[config.mk]
export PLATFORM = sky130hd
export DESIGN_NAME = serial_add_ctrl
export DESIGN_NICKNAME = d
export VERILOG_FILES = /design/src/rtl/serial_add_ctrl.sv
export SDC_FILE = /design/constraint.sdc
export NUM_CORES = 1
export LEC_CHECK = 0
export BUFFER_PORTS_ARGS = -buffer_cell sky130_fd_sc_hd__clkbuf_2
export CAP_MARGIN = 20
export CORE_UTILIZATION = 48
export CTS_CLUSTER_DIAMETER = 50
export CTS_CLUSTER_SIZE = 20
export DETAILED_ROUTE_END_ITERATION = 10
export MAX_ROUTING_LAYER = met4
export PLACE_DENSITY = 0.8
export SLEW_MARGIN = 20
export SYNTH_ARGS = -nofsm -noshare
export SYNTH_HDL_FRONTEND = slang
export SYNTH_SLANG_ARGS = --single-unit
[constraint.sdc]
create_clock -name clk -period 1.8 [get_ports clk]
set_clock_uncertainty 0.1 [all_clocks]
set_input_delay 0.18 -clock clk [delete_from_list [all_inputs] [get_ports clk]]
set_output_delay 0.18 -clock clk [all_outputs]
set_load 0.01 [all_outputs]
[src/rtl/serial_add_ctrl.sv]
// Bit-serial add/subtract sequencer. One shared 1-bit full adder (sum, propagate,
// generate) is fed one operand bit per cycle, LSB first. The carry is rebuilt each
// cycle as G | (P & Cin). After the last bit the raw sum is optionally saturated on
// signed overflow, and the result and Z/V/N flags are registered together.
module serial_add_ctrl #(
  parameter int unsigned WIDTH = 16,
  parameter bit          SAT   = 1'b1
) (
  input  logic             clk,
  input  logic             rst,
  input  logic             start,
  input  logic             sub,
  input  logic [WIDTH-1:0] a,
  input  logic [WIDTH-1:0] b,
  output logic             busy,
  output logic             done,
  output logic [WIDTH-1:0] result,
  output logic             flag_z,
  output logic             flag_v,
  output logic             flag_n
);

  localparam int unsigned CntW = (WIDTH > 2) ? $clog2(WIDTH) : 1;
  localparam logic [CntW-1:0] LastBit = CntW'(WIDTH - 1);

  // Most positive and most negative two's-complement values
  localparam logic [WIDTH-1:0] SatPos = {1'b0, {(WIDTH-1){1'b1}}};
  localparam logic [WIDTH-1:0] SatNeg = {1'b1, {(WIDTH-1){1'b0}}};

  localparam logic [1:0] StIdle = 2'd0;
  localparam logic [1:0] StRun  = 2'd1;
  localparam logic [1:0] StDone = 2'd2;

  // ---------------------------------------------------------------------------
  // State
  // ---------------------------------------------------------------------------
  logic [1:0]       state_q, state_d;
  logic [CntW-1:0]  cnt_q, cnt_d;
  logic [WIDTH-1:0] opa_q, opa_d;
  logic [WIDTH-1:0] opb_q, opb_d;
  logic             carry_q, carry_d;
  logic [WIDTH-1:0] sum_q, sum_d;
  // Sign of the captured A operand; opa_q is shifted away by the time it is needed
  logic             msb_a_q, msb_a_d;
  logic [WIDTH-1:0] result_q, result_d;
  logic             flag_z_q, flag_z_d;
  logic             flag_v_q, flag_v_d;
  logic             flag_n_q, flag_n_d;

  // ---------------------------------------------------------------------------
  // Shared 1-bit full adder
  // ---------------------------------------------------------------------------
  logic fa_a, fa_b, fa_cin;
  logic fa_s, fa_p, fa_g;

  // One-bit adder producing sum, propagate and generate
  always_comb begin
    fa_a   = opa_q[0];
    fa_b   = opb_q[0];
    fa_cin = carry_q;
    fa_p   = fa_a ^ fa_b;
    fa_g   = fa_a & fa_b;
    fa_s   = fa_p ^ fa_cin;
  end

  // ---------------------------------------------------------------------------
  // Datapath helpers for the current bit
  // ---------------------------------------------------------------------------
  logic             carry_nxt;
  logic             last_bit;
  logic             ovf;
  logic [WIDTH-1:0] sum_shift;
  logic [WIDTH-1:0] sat_value;
  logic [WIDTH-1:0] final_result;

  // Carry recovery, sum shift-in and end-of-op result selection
  always_comb begin
    carry_nxt = fa_g | (fa_p & carry_q);
    last_bit  = (state_q == StRun) && (cnt_q == LastBit);
    sum_shift = {fa_s, sum_q[WIDTH-1:1]};
    // Only meaningful on the MSB: carry into it versus carry out of it
    ovf       = carry_q ^ carry_nxt;
    sat_value = msb_a_q ? SatNeg : SatPos;
    if (ovf && SAT) begin
      final_result = sat_value;
    end else begin
      final_result = sum_shift;
    end
  end

  // ---------------------------------------------------------------------------
  // Next-state logic
  // ---------------------------------------------------------------------------
  // Sequencer: capture in IDLE, one bit per cycle in RUN, commit on the last bit
  always_comb begin
    state_d  = state_q;
    cnt_d    = cnt_q;
    opa_d    = opa_q;
    opb_d    = opb_q;
    carry_d  = carry_q;
    sum_d    = sum_q;
    msb_a_d  = msb_a_q;
    result_d = result_q;
    flag_z_d = flag_z_q;
    flag_v_d = flag_v_q;
    flag_n_d = flag_n_q;

    unique case (state_q)
      StIdle: begin
        if (start) begin
          // Subtraction is A + ~B + 1: invert B and seed the carry with 1
          opa_d   = a;
          opb_d   = sub ? ~b : b;
          carry_d = sub;
          msb_a_d = a[WIDTH-1];
          cnt_d   = '0;
          state_d = StRun;
        end
      end

      StRun: begin
        sum_d   = sum_shift;
        opa_d   = opa_q >> 1;
        opb_d   = opb_q >> 1;
        carry_d = carry_nxt;
        cnt_d   = cnt_q + 1'b1;
        if (last_bit) begin
          result_d = final_result;
          flag_z_d = (final_result == '0);
          flag_v_d = ovf;
          flag_n_d = final_result[WIDTH-1];
          cnt_d    = '0;
          state_d  = StDone;
        end
      end

      StDone: begin
        state_d = StIdle;
      end

      default: begin
        state_d = StIdle;
      end
    endcase
  end

  // ---------------------------------------------------------------------------
  // Registers
  // ---------------------------------------------------------------------------
  // All state with synchronous active-high reset; reset aborts any op in flight
  always_ff @(posedge clk) begin
    if (rst) begin
      state_q  <= StIdle;
      cnt_q    <= '0;
      opa_q    <= '0;
      opb_q    <= '0;
      carry_q  <= 1'b0;
      sum_q    <= '0;
      msb_a_q  <= 1'b0;
      result_q <= '0;
      flag_z_q <= 1'b0;
      flag_v_q <= 1'b0;
      flag_n_q <= 1'b0;
    end else begin
      state_q  <= state_d;
      cnt_q    <= cnt_d;
      opa_q    <= opa_d;
      opb_q    <= opb_d;
      carry_q  <= carry_d;
      sum_q    <= sum_d;
      msb_a_q  <= msb_a_d;
      result_q <= result_d;
      flag_z_q <= flag_z_d;
      flag_v_q <= flag_v_d;
      flag_n_q <= flag_n_d;
    end
  end

  // ---------------------------------------------------------------------------
  // Outputs
  // ---------------------------------------------------------------------------
  // Handshake decoded from state; result and flags straight from registers
  always_comb begin
    busy   = (state_q == StRun) || (state_q == StDone);
    done   = (state_q == StDone);
    result = result_q;
    flag_z = flag_z_q;
    flag_v = flag_v_q;
    flag_n = flag_n_q;
  end

endmodule

==> After elaboration in Yosys (flattened, before gate mapping) <==
Index checks and enable logic that the tools add are counted.
Widths: inputs -> output; s select.
{ "word_totals": {"mem_bits_ro": 0, "in_bits": 36, "n_memories": 0, "output_inout_bits": 21, "latchBits": 0, "ram_bits": 0, "regBits": 75, "wordCells": 48} }
{ "classes": {"muxes": 15, "div": 0, "order_cmp": 0, "n_reduce_logical": 9, "shift": 0, "add_sub_neg": 1, "eq_ne": 5, "multipliers": 0, "bitwise_logic": 7} }
{ "ops": {"columns": ["op", "count"], "rows": [
  ["$mux 16", 5],
  ["$pmux 16 s2", 2],
  ["$logic_not 16->1", 1],
  ["$not 16->16", 1],
  ["$mux 4", 2],
  ["$pmux 4 s2", 1],
  ["$reduce_and 2->1", 4],
  ["$add 4x1->4 const B", 1],
  ["$eq 4x4->1 const B", 1],
  ["$mux 2", 2],
  ["$ne 2x2->1 const B", 2],
  ["$pmux 2 s2", 1],
  ["$xor 1x1->1", 3],
  ["$and 1x1->1", 2],
  ["$eq 2x1->1 const B", 1],
  ["$eq 2x2->1 const B", 1],
  ["$logic_not 2->1", 1],
  ["$pmux 1 s2", 1],
  ["$reduce_bool 2->1", 1],
  ["$logic_and 1x1->1", 1],
  ["$logic_or 1x1->1", 1],
  ["$mux 1", 1],
  ["$or 1x1->1", 1]
]} }

==> Logic depth before layout (Yosys ltp) <==
Gate-level depths: netlist of run 1.
{ "depth": {"ltp_word": 6, "depth_mapped": 9, "depth_no_buf": 6} }

==> Least setup slack after synthesis of run 1 <==
Ideal clock, no wire load.
{ "synth_path": {"kind": "flip-flop to flip-flop", "startpoint": "register carry_q", "endpoint": "register result_q[10], in the netlist result[10]", "period_less_slack_ns": 1.919, "path_stages_with_launch": 7, "setup_slack_ns": -0.119, "arrival_time_ns": 1.687, "setup_ns": 0.132, "path_buffers": 0, "required_ns": 1.568, "path_cell_list": "dfxtp_1 inv_1 fa_1 xnor2_1 nand2_1 o211ai_1 a21oi_1"} }
{ "synth_via": {"elab_chain_len": 4} }
{ "synth_rtl": {"columns": ["element", "line_no", "source"], "rows": [
  ["start: declaration", "41", "logic carry_q, carry_d;"],
  ["start signal: assignment", "169", "carry_q <= carry_d;"],
  ["$and 1x1->1", "78", "carry_nxt = fa_g | (fa_p & carry_q);"],
  ["$or 1x1->1", "78", null],
  ["$xor 1x1->1 *", "82", "ovf = carry_q ^ carry_nxt;"],
  ["$mux 16 *", "84", "if (ovf && SAT) begin"],
  ["end signal: assignment", "172", "result_q <= result_d;"],
  ["end: declaration", "45", "logic [WIDTH-1:0] result_q, result_d;"]
]} }
Mark *: on every way between the ends. The rest lies on a longest branch, timed or not.
A chain may end at the register's enable or synchronous reset.

==> Worst setup path in the final report of run 1 <==
{ "layout_path": {"startpoint": "register opa_q[0]", "endpoint": "register flag_z_q, in the netlist flag_z"} }
{ "layout_via": {"elab_chain_len": 6} }
{ "layout_rtl": {"columns": ["element", "line_no", "source"], "rows": [
  ["start: declaration", "39", "logic [WIDTH-1:0] opa_q, opa_d;"],
  ["start signal: assignment", "167", "opa_q <= opa_d;"],
  ["$xor 1x1->1", "61", "fa_p = fa_a ^ fa_b;"],
  ["$and 1x1->1", "78", null],
  ["$or 1x1->1", "78", null],
  ["$xor 1x1->1", "82", null],
  ["$mux 16 *", "84", null],
  ["$logic_not 16->1 *", "129", "flag_z_d = (final_result == '0);"],
  ["end signal: assignment", "173", "flag_z_q <= flag_z_d;"],
  ["end: declaration", "46", "logic flag_z_q, flag_z_d;"]
]} }
Marks and branches as above.

==> results by group, run 1 <==
Drt
  – Routed WL per cell: 14.9 um
  – First-pass DRT Iterations: 9
  – DRC viols: 3
  – DRT iter0 DRCs: 197
  – Vias per cell: 5.52
  – Post-route ant nets: 0
  – Routed wire length: 7880 um
  – Via count: 2,923

Pwr
  – Leak pwr: 0.00160 uW
  – Power density cells: 987 nW/um^2
  – Clock power share: 36.7%
  – Maximum vdd ir drop: 0.000468 V
  – Combinational Power Share: 19.0%
  – Sw frac: 27.5%
  – Register share of total power: 44.3%
  – Net Sw Power: 1100 uW
  – Internal: 2900 uW

CTS
  – Num CTS Buffers: 9
  – Clk Latency, worst-skew pair: 0.35 ns
  – Clk slew on worst S/H paths: 0.08 ns
  – CTS Root Cell: clkbuf_8
  – CTS H-tree depth: 3
  – Clock sinks: 73
  – CTS tree: done
  – CTS max path bufs: 2

Global routing
  – Total gr overflow: 0
  – Largest net degree at the start of global routing: 37
  – Global-route wire length before repair: 11,700 um
  – Number of global-route vias before repair: 2,641
  – Initial antenna violation count: 0
  – GRT Resource Usage Total: 21.4%

Timing
  – Max Freq: 0.502 GHz
  – RSZ-0062 raised after global routing: yes
  – Fin crit period: 1.99 ns
  – Worst-Margin Slew: 0.530 ns
  – Endpoints failing hold: 0
  – Period utilisation layout: 111%
  – Normalized max-slew margin: 64.7%
  – Final-report max-slew violation count: 0
  – Setup ws final: -0.193 ns
  – Setup TNS: -0.495 ns
  – Setup violations, final: 11

Floorplanning
  – Chip Width: 84.6 um
  – Rows: 29
  – Die area: 7160 sq um
  – Die Ht: 84.6 um
  – Starting density of the core: 50.7%
  – Core area: 6460 sq um
  – Number of I/O pins: 57

Place
  – Routability cong.: 0.825
  – Final HPWL DP: 4930 um
  – Inst Count DP: 511
  – Port bufs: 56
  – Area after DPL: 3710 sq um
  – Pre-CTS setup slack: -0.126 ns

Synthesis
  – Syn_area_per_cell: 8.47 sq um
  – Syn Nets: 428
  – Cells after Synth: 387
  – Flops & latches, synth: 73
  – Register area share after synthesis: 44.6%
  – Post-Synthesis Cell Area: 3280 sq um
  – Ys Warns: 0
  – Synth cell types: 33

Layout
  – Area Growth Syn to Fin: 23.8%
  – Filler Cells Inserted: 540
  – Nets@finish: 489
  – Post-route cell area: 4060 sq um
  – # diodes: 0
  – Non-Filler Instances: 530
  – Share of cells above drive strength 1: 25.8%

Critical path
  – Crit. End Element: register
  – CP Launch Type: register
  – Critical path peak fanout: 2
  – Cell family with most CP delay: simple AND/OR/NAND/NOR gates
  – Critical path's largest stage delay: 0.58 ns
  – Crit path cell chain: inv_2, fa_2, nor3b_2, nand4_1, or4_1, a21oi_1
  – RR Startpoint: opa_q[0]
  – Crit path kind: reg -> reg
  – Required time of the critical path: 1.97 ns
  – Data arrival, critical path: 2.17 ns
  – CP bufs+invs: 1
  – Setup crit start: opa_q[0]
  – Slowest-stage cell, CP: fa_2

Hold path
  – HP Start: a[15]
  – Worst Hold Class: in -> reg

Status
  – Status: complete, but fails checks
  – Violated checks: design-rule violations, negative setup slack

Flow run
  – Max-cap violations: 0
worst reg2reg max path, stage by stage (launching register included):
cell and delay (ns):
dfxtp_2 0.35, inv_2 0.06, fa_2 0.58, nor3b_2 0.16, nand4_1 0.11, or4_1 0.42, a21oi_1 0.14
worst paths after layout:
kind / to / slack [ns] / cells after the start
min reg2reg: result[14] / 0.35 / 2
max: flag_z / -0.19 / 6
min: msb_a_q / 0.01 / 3
max reg2reg: flag_z / -0.19 / 6
kinds of logic (layout without fill, tap and decap cells):
| family | count (synthesis) | after routing | share of synthesized area [%] |
|---|---|---|---|
| adder cells (fa/ha/maj) | 5 | 5 | 2.14 |
| XOR/XNOR | 18 | 18 | 4.81 |
| flip-flops | 73 | 73 | 44.6 |
| AND/OR/NAND/NOR | 136 | 137 | 17.3 |
| buffers and inverters | 37 | 102 | 5.31 |
| multiplexers | 31 | 31 | 9.47 |
| AO/OA/AOI/OAI | 87 | 87 | 16.3 |
sequential cells by signal (all words and copies together), names as in the netlist:
register	cells
opa_q	16
carry_q	1
result	16
flag_z	1
state_q	2
cnt_q	4
flag_v	1
opb_q	16
sum_q	15
msb_a_q	1
layout by cell type (no fill, tap or decap), types with 6 or more instances in the layout:
master	count
a21oi_1	30
buf_4	19
nand2_1	61
xnor2_1	16
o21ai_0	17
a211oi_2	7
o211ai_1	6
nor2_1	47
nor3_1	9
mux2i_1	31
clkbuf_8	11
dfxtp_1	70
clkbuf_2	56
a211oi_1	20
power by group through the flow:
| stage | clock network [uW] | registers [uW] | logic, uW |
|---|---|---|---|
| 2_1_floorplan | 0 | 1790 | 468 |
| 3_3_place_gp | 0 | 1800 | 640 |
| 3_5_place_dp | 0 | 1800 | 661 |
| 4_1_cts | 1480 | 1770 | 675 |
| 5_1_grt | 1540 | 1780 | 830 |
| 6_report | 1470 | 1770 | 760 |
layer usage:
layer	wire length (um)	vias to the layer above	global-route usage [%]
met5	0	-	-
met4	143	0	7.24
met3	292	13	5.21
met2	4000	80	36.7
met1	3440	1374	24.6
li1	-	1456	-
stage by stage:
step	hold WS [ns]	power [uW]	utilization, %
3_5_place_dp	0.345	2470	57.4
5_1_grt	0.0288	4150	62.8
4_1_cts	0.00851	3920	61.2
3_3_place_gp	0.339	2440	57.4
6_report	0.0141	4000	62.8
2_1_floorplan	0.251	2260	-
final cells by class:
| cell class | count | area [sq um] | share of cell area (%) |
|---|---|---|---|
| clock inverter | 5 | 77.6 | 1.91 |
| multi-input combinational | 278 | 1750 | 43.1 |
| timing repair buffer | 79 | 490 | 12.1 |
| clock buffer | 11 | 151 | 3.73 |
| tap | 77 | 96.3 | 2.38 |
| sequential | 73 | 1470 | 36.1 |
| inverter | 7 | 26.3 | 0.648 |
what timing repair did:
action / CTS / global route
pin swaps: 1 / 19
setup endpoints to repair: 11 / 33
buffers inserted: 0 / 1
hold buffers: 0 / 0
gates resized for setup: 5 / 15
gates cloned: 0 / 2
cells in the mapped netlist:
cell / number / area share [%]
nand4_1: 2 / 0.38
fa_1: 1 / 0.61
nor2b_1: 1 / 0.19
o21ai_0: 17 / 2.6
a211o_1: 1 / 0.27
xnor2_1: 17 / 4.5
dfxtp_1: 73 / 45
a221oi_1: 1 / 0.27
nand2b_1: 3 / 0.57
nor3_1: 9 / 1.4
nor4_1: 3 / 0.57
a21oi_1: 32 / 4.9
a22oi_1: 1 / 0.23
inv_1: 7 / 0.80
or4_1: 1 / 0.23
a32oi_1: 1 / 0.27
and2_1: 1 / 0.19
a211oi_1: 27 / 6.2
mux2i_1: 31 / 9.5
and2b_1: 1 / 0.23
ha_1: 4 / 1.5
nor2_1: 48 / 5.5
nor3b_1: 2 / 0.46
clkbuf_1: 13 / 1.5
o2bb2ai_1: 1 / 0.27
nand2_1: 61 / 7.0
and3_1: 1 / 0.19
o211ai_1: 6 / 1.4
buf_4: 6 / 1.4
buf_2: 10 / 1.5
buf_1: 1 / 0.11
nand3_1: 3 / 0.46
xor2_1: 1 / 0.27
Power figures use the tool's default switching activity.
==> inputs of run 2 (changes only) <==
Settings changed: REMOVE_ABC_BUFFERS set to 1.
==> run 2 against run 1 <==
- the flow still finishes with violations (design-rule violations, negative setup slack)
- global-route usage is 0.93 points lower
- highest routed layer unchanged
- hold slack better by 0.014 ns
- first-iteration DRC count is 41% lower
- critical path depth stayed put
- clock power is 6% higher
- non-clock buffer count is 1 lower
- sequential cell count stayed put
==> results by group, run 2 (synthesis gave the netlist of run 1 again) <==
Status
  – Status: complete, but fails checks
  – Violated checks: design-rule violations, negative setup slack

CTS
  – CTS max path bufs: 2 (unchanged)
  – CTS tree: done
  – Clk Latency, worst-skew pair: 0.35 ns (about the same)
  – CTS H-tree depth: 3 (unchanged)
  – Clock sinks: 73 (unchanged)
  – CTS Root Cell: clkbuf_8
  – Clk slew on worst S/H paths: 0.07 ns (about the same)
  – Num CTS Buffers: 9 (unchanged)
  – CTS Hold Bufs: 0 (unchanged)

Floorplanning
  – Rows: 29 (unchanged)
  – Core area: 6460 sq um (unchanged)
  – Starting density of the core: 50.7% (unchanged)
  – Chip Width: 84.6 um (unchanged)
  – Die Ht: 84.6 um (unchanged)
  – Number of I/O pins: 57 (unchanged)
  – Die area: 7160 sq um (unchanged)

Critical path
  – Slowest-stage cell, CP: fa_2
  – CP Launch Type: register
  – Critical path peak fanout: 2 (unchanged)
  – Required time of the critical path: 1.98 ns (about the same)
  – Critical path's largest stage delay: 0.56 ns (-0.02 ns)
  – Crit path cell chain: inv_2, fa_2, nor3b_2, nand4_1, or4_1, a21oi_1
  – Data arrival, critical path: 2.10 ns (-0.07 ns)
  – Crit. End Element: register
  – Crit path kind: reg -> reg

Layout
  – Share of cells above drive strength 1: 23.9% (-1.9 points)
  – Nets@finish: 488 (-0.20%)
  – # diodes: 0 (unchanged)
  – Utilization after layout: 62.9% (+0.097 points)
  – Area Growth Syn to Fin: 24.0%
  – Commonest non-fill, non-tap cell in the layout: dfxtp_1
  – Non-Filler Instances: 529 (-0.19%)
  – Most frequent cells in the layout: dfxtp_1 (71), nand2_1 (61), clkbuf_2 (56)

Drt
  – Met1 WL: 3210 um (-6.7%)
  – DRT iter0 DRCs: 116 (-41%)
  – Max Used Layer: met4
  – Met2 wire length: 3370 um (-16%)
  – First-pass DRT Iterations: 9 (unchanged)
  – Post-route ant nets: 0 (unchanged)
  – Metal3 WL: 300 um (+2.7%)
  – DRC viols: 4 (+1)
  – Vias per cell: 5.37 (-2.7%)
  – Routed WL per cell: 13.2 um (-11%)
  – Via count: 2,839 (-2.9%)
  – Routed wire length: 6970 um (-12%)

Timing
  – RSZ-0062 raised after global routing: yes
  – Worst-Margin Slew: 0.560 ns (+0.0301 ns)
  – Endpoints failing hold: 0 (unchanged)
  – Max Freq: 0.521 GHz (+3.9%)
  – Setup ws final: -0.118 ns (+0.0748 ns)
  – Fin crit period: 1.92 ns (-0.0748 ns)
  – Period utilisation layout: 107% (-4.2 points)
  – Final-report max-slew violation count: 0 (unchanged)
  – Setup violations, final: 1 (-10)
  – Normalized max-slew margin: 62.7% (-2.0 points)

Hold path
  – Worst Hold Class: in -> reg

Place
  – Port bufs: 56 (unchanged)
  – Inst Count DP: 508 (-0.59%)
  – Final HPWL DP: 4540 um (-7.9%)
  – Routability cong.: 0.830 (+0.58%)

Global routing
  – Initial antenna violation count: 0 (unchanged)
  – Global-route wire length before repair: 11,400 um (-2.4%)
  – Largest net degree at the start of global routing: 37 (unchanged)
  – Total gr overflow: 0 (unchanged)
  – Number of global-route vias before repair: 2,525 (-4.4%)
  – GRT Resource Usage Total: 20.5% (-0.93 points)

Pwr
  – Leak pwr: 0.00161 uW (+1.1%)
  – Power density cells: 1000 nW/um^2 (+1.4%)
  – Maximum vdd ir drop: 0.000794 V (+70%)

Flow run
  – Max-cap violations: 0 (unchanged)
-- run 2: cell count changes in the layout (fill, tap and decap cells not counted), moves of 2 or more --
cell      change
a211oi_1      +4
clkinv_2      -2
buf_4         -3
buf_12        +2
a211oi_2      -4
clkbuf_1      +2
-- run 2: worst max-delay path: cells and delay by family (launching register included) --
kind                       cells  cell delay, ns
and+or+nand+nor                3            0.66
adders and majority gates      1            0.56
DFF                            1            0.35
AOI/OAI and AO/OA              1            0.14
buffers and inverters          1            0.04
-- run 2: report_power, final --
group / switching [uW] / internal, uW / leakage (uW) / total [uW]
clock network: 591 / 965 / 0.000121 / 1560
registers: 56.2 / 1710 / 0.000596 / 1770
logic: 397 / 341 / 0.000896 / 738
total: 1040 / 3020 / 0.00161 / 4060
-- run 2: worst paths after layout --
| kind | to | start | depth (start not counted) | slack, ns |
|---|---|---|---|---|
| min | msb_a_q | a[15] | 3 | 0.03 |
| max reg2reg | flag_z | opa_q[0] | 6 | -0.12 |
| max | flag_z | opa_q[0] | 6 | -0.12 |
| min reg2reg | result[14] | result[14] | 2 | 0.35 |
-- run 2: through the flow --
step	instance area [sq um]	hold slack [ns]	TNS, ns	total power [uW]	setup WS [ns]
floorplan	3130	0.149	-141.38	2200	-2.80
global placement	3680	0.337	-1.64	2420	-0.162
detailed placement	3680	0.345	-2.81	2440	-0.301
CTS	3990	0.0112	-0.520	4040	-0.107
global route	4060	0.0473	-0.308	4260	-0.206
finish	4060	0.0283	-0.118	4060	-0.118
-- run 2: cell type report --
class	instances	area (sq um)
sequential	73	1460
fill	545	2400
tap	77	96.3
timing repair buffer	78	510
inverter	7	26.3
multi-input combinational	278	1720
clock buffer	12	145
clock inverter	4	98.8
-- run 2: per-layer routing --
metal	vias up	GRT usage, %
met3	12	6.10
met1	1316	24.7
met2	65	33.9
met4	0	4.47
met5	-	-
li1	1446	-
-- run 2: repair_timing --
action                     CTS  global route
setup buffers                0             3
setup endpoints to repair   20            28
resized for setup            8            10
pin swaps                    1             1
hold endpoints to repair     0             0
gates cloned                 1             1
==> inputs of run 3 (changes only) <==
Settings changed: CORE_UTILIZATION 48 to 30, PLACE_DENSITY 0.8 to 0.57.
==> run 3 against run 2 <==
- the run ends with negative setup slack left
- critical endpoint unchanged
- largest power group unchanged
- global-route usage down 6.7 points
- clock power down 7%
- clock-buffer cell count down 2
==> results by group, run 3 (synthesis gave the netlist of run 1 again) <==
Timing
  – Max Freq: 0.517 GHz (-0.85%)
  – Final-report max-slew violation count: 0 (unchanged)
  – Worst-Margin Slew: 0.549 ns (-0.0110 ns)
  – Fin crit period: 1.93 ns (+0.0165 ns)
  – RSZ-0062 raised after global routing: yes
  – Setup violations, final: 1 (unchanged)
  – Endpoints failing hold: 0 (unchanged)
  – Final hold slack: 0.0254 ns (-0.00291 ns)
  – Period utilisation layout: 107% (+0.92 points)
  – Setup ws final: -0.134 ns (-0.0165 ns)
  – Normalized max-slew margin: 63.4% (+0.73 points)

Critical path
  – FF-to-FF setup slack: -0.13 ns (-0.02 ns)
  – Crit. End Element: register
  – RR Startpoint: opa_q[0]
  – Worst r2r dst: flag_z
  – Required time of the critical path: 1.99 ns (about the same)
  – Critical path peak fanout: 2 (unchanged)
  – Crit path kind: reg -> reg
  – Critical Path End: flag_z
  – CP Launch Type: register
  – Data arrival, critical path: 2.12 ns (+0.02 ns)
  – Setup crit start: opa_q[0]
  – Reg2Reg Depth: 6 (unchanged)

Pwr
  – Maximum vdd ir drop: 0.000535 V (-33%)
  – Leak pwr: 0.00164 uW (+1.8%)
  – Power density cells: 949 nW/um^2 (-5.1%)

Floorplanning
  – Rows: 37 (+28%)
  – Chip Width: 107 um (+26%)
  – Number of I/O pins: 57 (unchanged)
  – Core area: 10,500 sq um (+62%)
  – Die area: 11,300 sq um (+58%)
  – Die Ht: 107 um (+26%)
  – Starting density of the core: 31.3% (-19 points)

Hold path
  – Worst Hold Class: in -> reg

Layout
  – Utilization after layout: 40.5% (-22 points)
  – Most frequent cells in the layout: dfxtp_1 (71), nand2_1 (61), clkbuf_2 (56)
  – # diodes: 0 (unchanged)
  – Share of cells above drive strength 1: 25.6% (+1.7 points)
  – Area Growth Syn to Fin: 29.2%
  – Nets@finish: 490 (+0.41%)
  – Commonest non-fill, non-tap cell in the layout: dfxtp_1

CTS
  – CTS H-tree depth: 3 (unchanged)
  – CTS max path bufs: 2 (unchanged)
  – Clk Latency, worst-skew pair: 0.34 ns (about the same)
  – Clock sinks: 73 (unchanged)
  – CTS Hold Bufs: 0 (unchanged)
  – Clk slew on worst S/H paths: 0.08 ns (about the same)
  – CTS tree: done
  – CTS Root Cell: clkbuf_8
  – Num CTS Buffers: 9 (unchanged)

Place
  – Final HPWL DP: 4800 um (+5.6%)
  – Routability cong.: 0.745 (-10%)
  – Port bufs: 56 (unchanged)

Drt
  – DRC viols: 0 (-4)
  – DRT iter0 DRCs: 104 (-10%)
  – Post-route ant nets: 0 (unchanged)
  – Vias per cell: 4.71 (-12%)
  – Routed WL per cell: 12.6 um (-4.6%)
  – Routed wire length: 7420 um (+6.4%)
  – First-pass DRT Iterations: 4 (-5)
  – Via count: 2,779 (-2.1%)

Global routing
  – Global-route wire length before repair: 12,100 um (+6.0%)
  – Total gr overflow: 0 (unchanged)
  – GRT Resource Usage Total: 13.8% (-6.7 points)
  – Initial antenna violation count: 0 (unchanged)
  – Number of global-route vias before repair: 2,583 (+2.3%)
  – Largest net degree at the start of global routing: 38 (+2.7%)

Status
  – Status: complete, but fails checks
  – Violated checks: negative setup slack

Flow run
  – Max-cap violations: 0 (unchanged)
[run 3: worst min-delay path by stage]
stage	startpoint	end	slack, ns	cells after the start
6_report	a[15]	msb_a_q	0.03	3
5_1_grt	a[15]	msb_a_q	0.02	3
4_1_cts	a[15]	msb_a_q	0.02	3
2_1_floorplan	rst	cnt_q[2]	0.15	1
3_5_place_dp	opb_q[13]	opb_q[13]	0.35	2
3_3_place_gp	opb_q[11]	opb_q[11]	0.34	2
[run 3: where the power goes]
part	switching [uW]	internal [uW]
Sequential	54.5	1710
Clock	629	820
Combinational	410	393
[run 3: final cells by class]
class | instances | area, sq um
Sequential cell | 73 | 1460
Clock inverter | 6 | 91.3
Inverter | 7 | 30.0
Clock buffer | 10 | 138
Tap cell | 136 | 170
Multi-Input combinational cell | 277 | 1730
Timing Repair Buffer | 81 | 608
Fill cell | 1135 | 6230
[run 3: critical path, cell delays in order, from the launching register on]
cell and delay [ns]:
dfxtp_2 0.34, inv_2 0.04, fa_2 0.57, nor3b_2 0.18, nand4_1 0.11, or4_4 0.43, a21oi_2 0.11
[run 3: per-stage QoR]
step / setup TNS, ns / setup WS, ns / total power (uW) / cells / instance area, sq um
finish: -0.134 / -0.134 / 4020 / 590 / 4230
global route: -0.251 / -0.222 / 4230 / 590 / 4230
CTS: -0.403 / -0.0849 / 3940 / 582 / 4030
detailed placement: -1.92 / -0.222 / 2460 / 566 / 3770
global placement: -1.76 / -0.171 / 2450 / 566 / 3770
floorplan: -141.38 / -2.80 / 2200 / 357 / 3130
[run 3: metal layers]
metal | up-vias | wire length [um] | track usage [%]
li1 | 1455 | - | -
met1 | 1263 | 3500 | 17.0
met2 | 54 | 3510 | 21.7
met3 | 7 | 327 | 3.68
met4 | 0 | 84 | 5.38
met5 | - | 0 | -
[run 3: what timing repair did]
item                       in CTS  in global routing
gates resized for setup         7                 13
pin swaps                       0                  3
buffers inserted                0                  5
setup endpoints to repair      12                 49
gates cloned                    0                  3
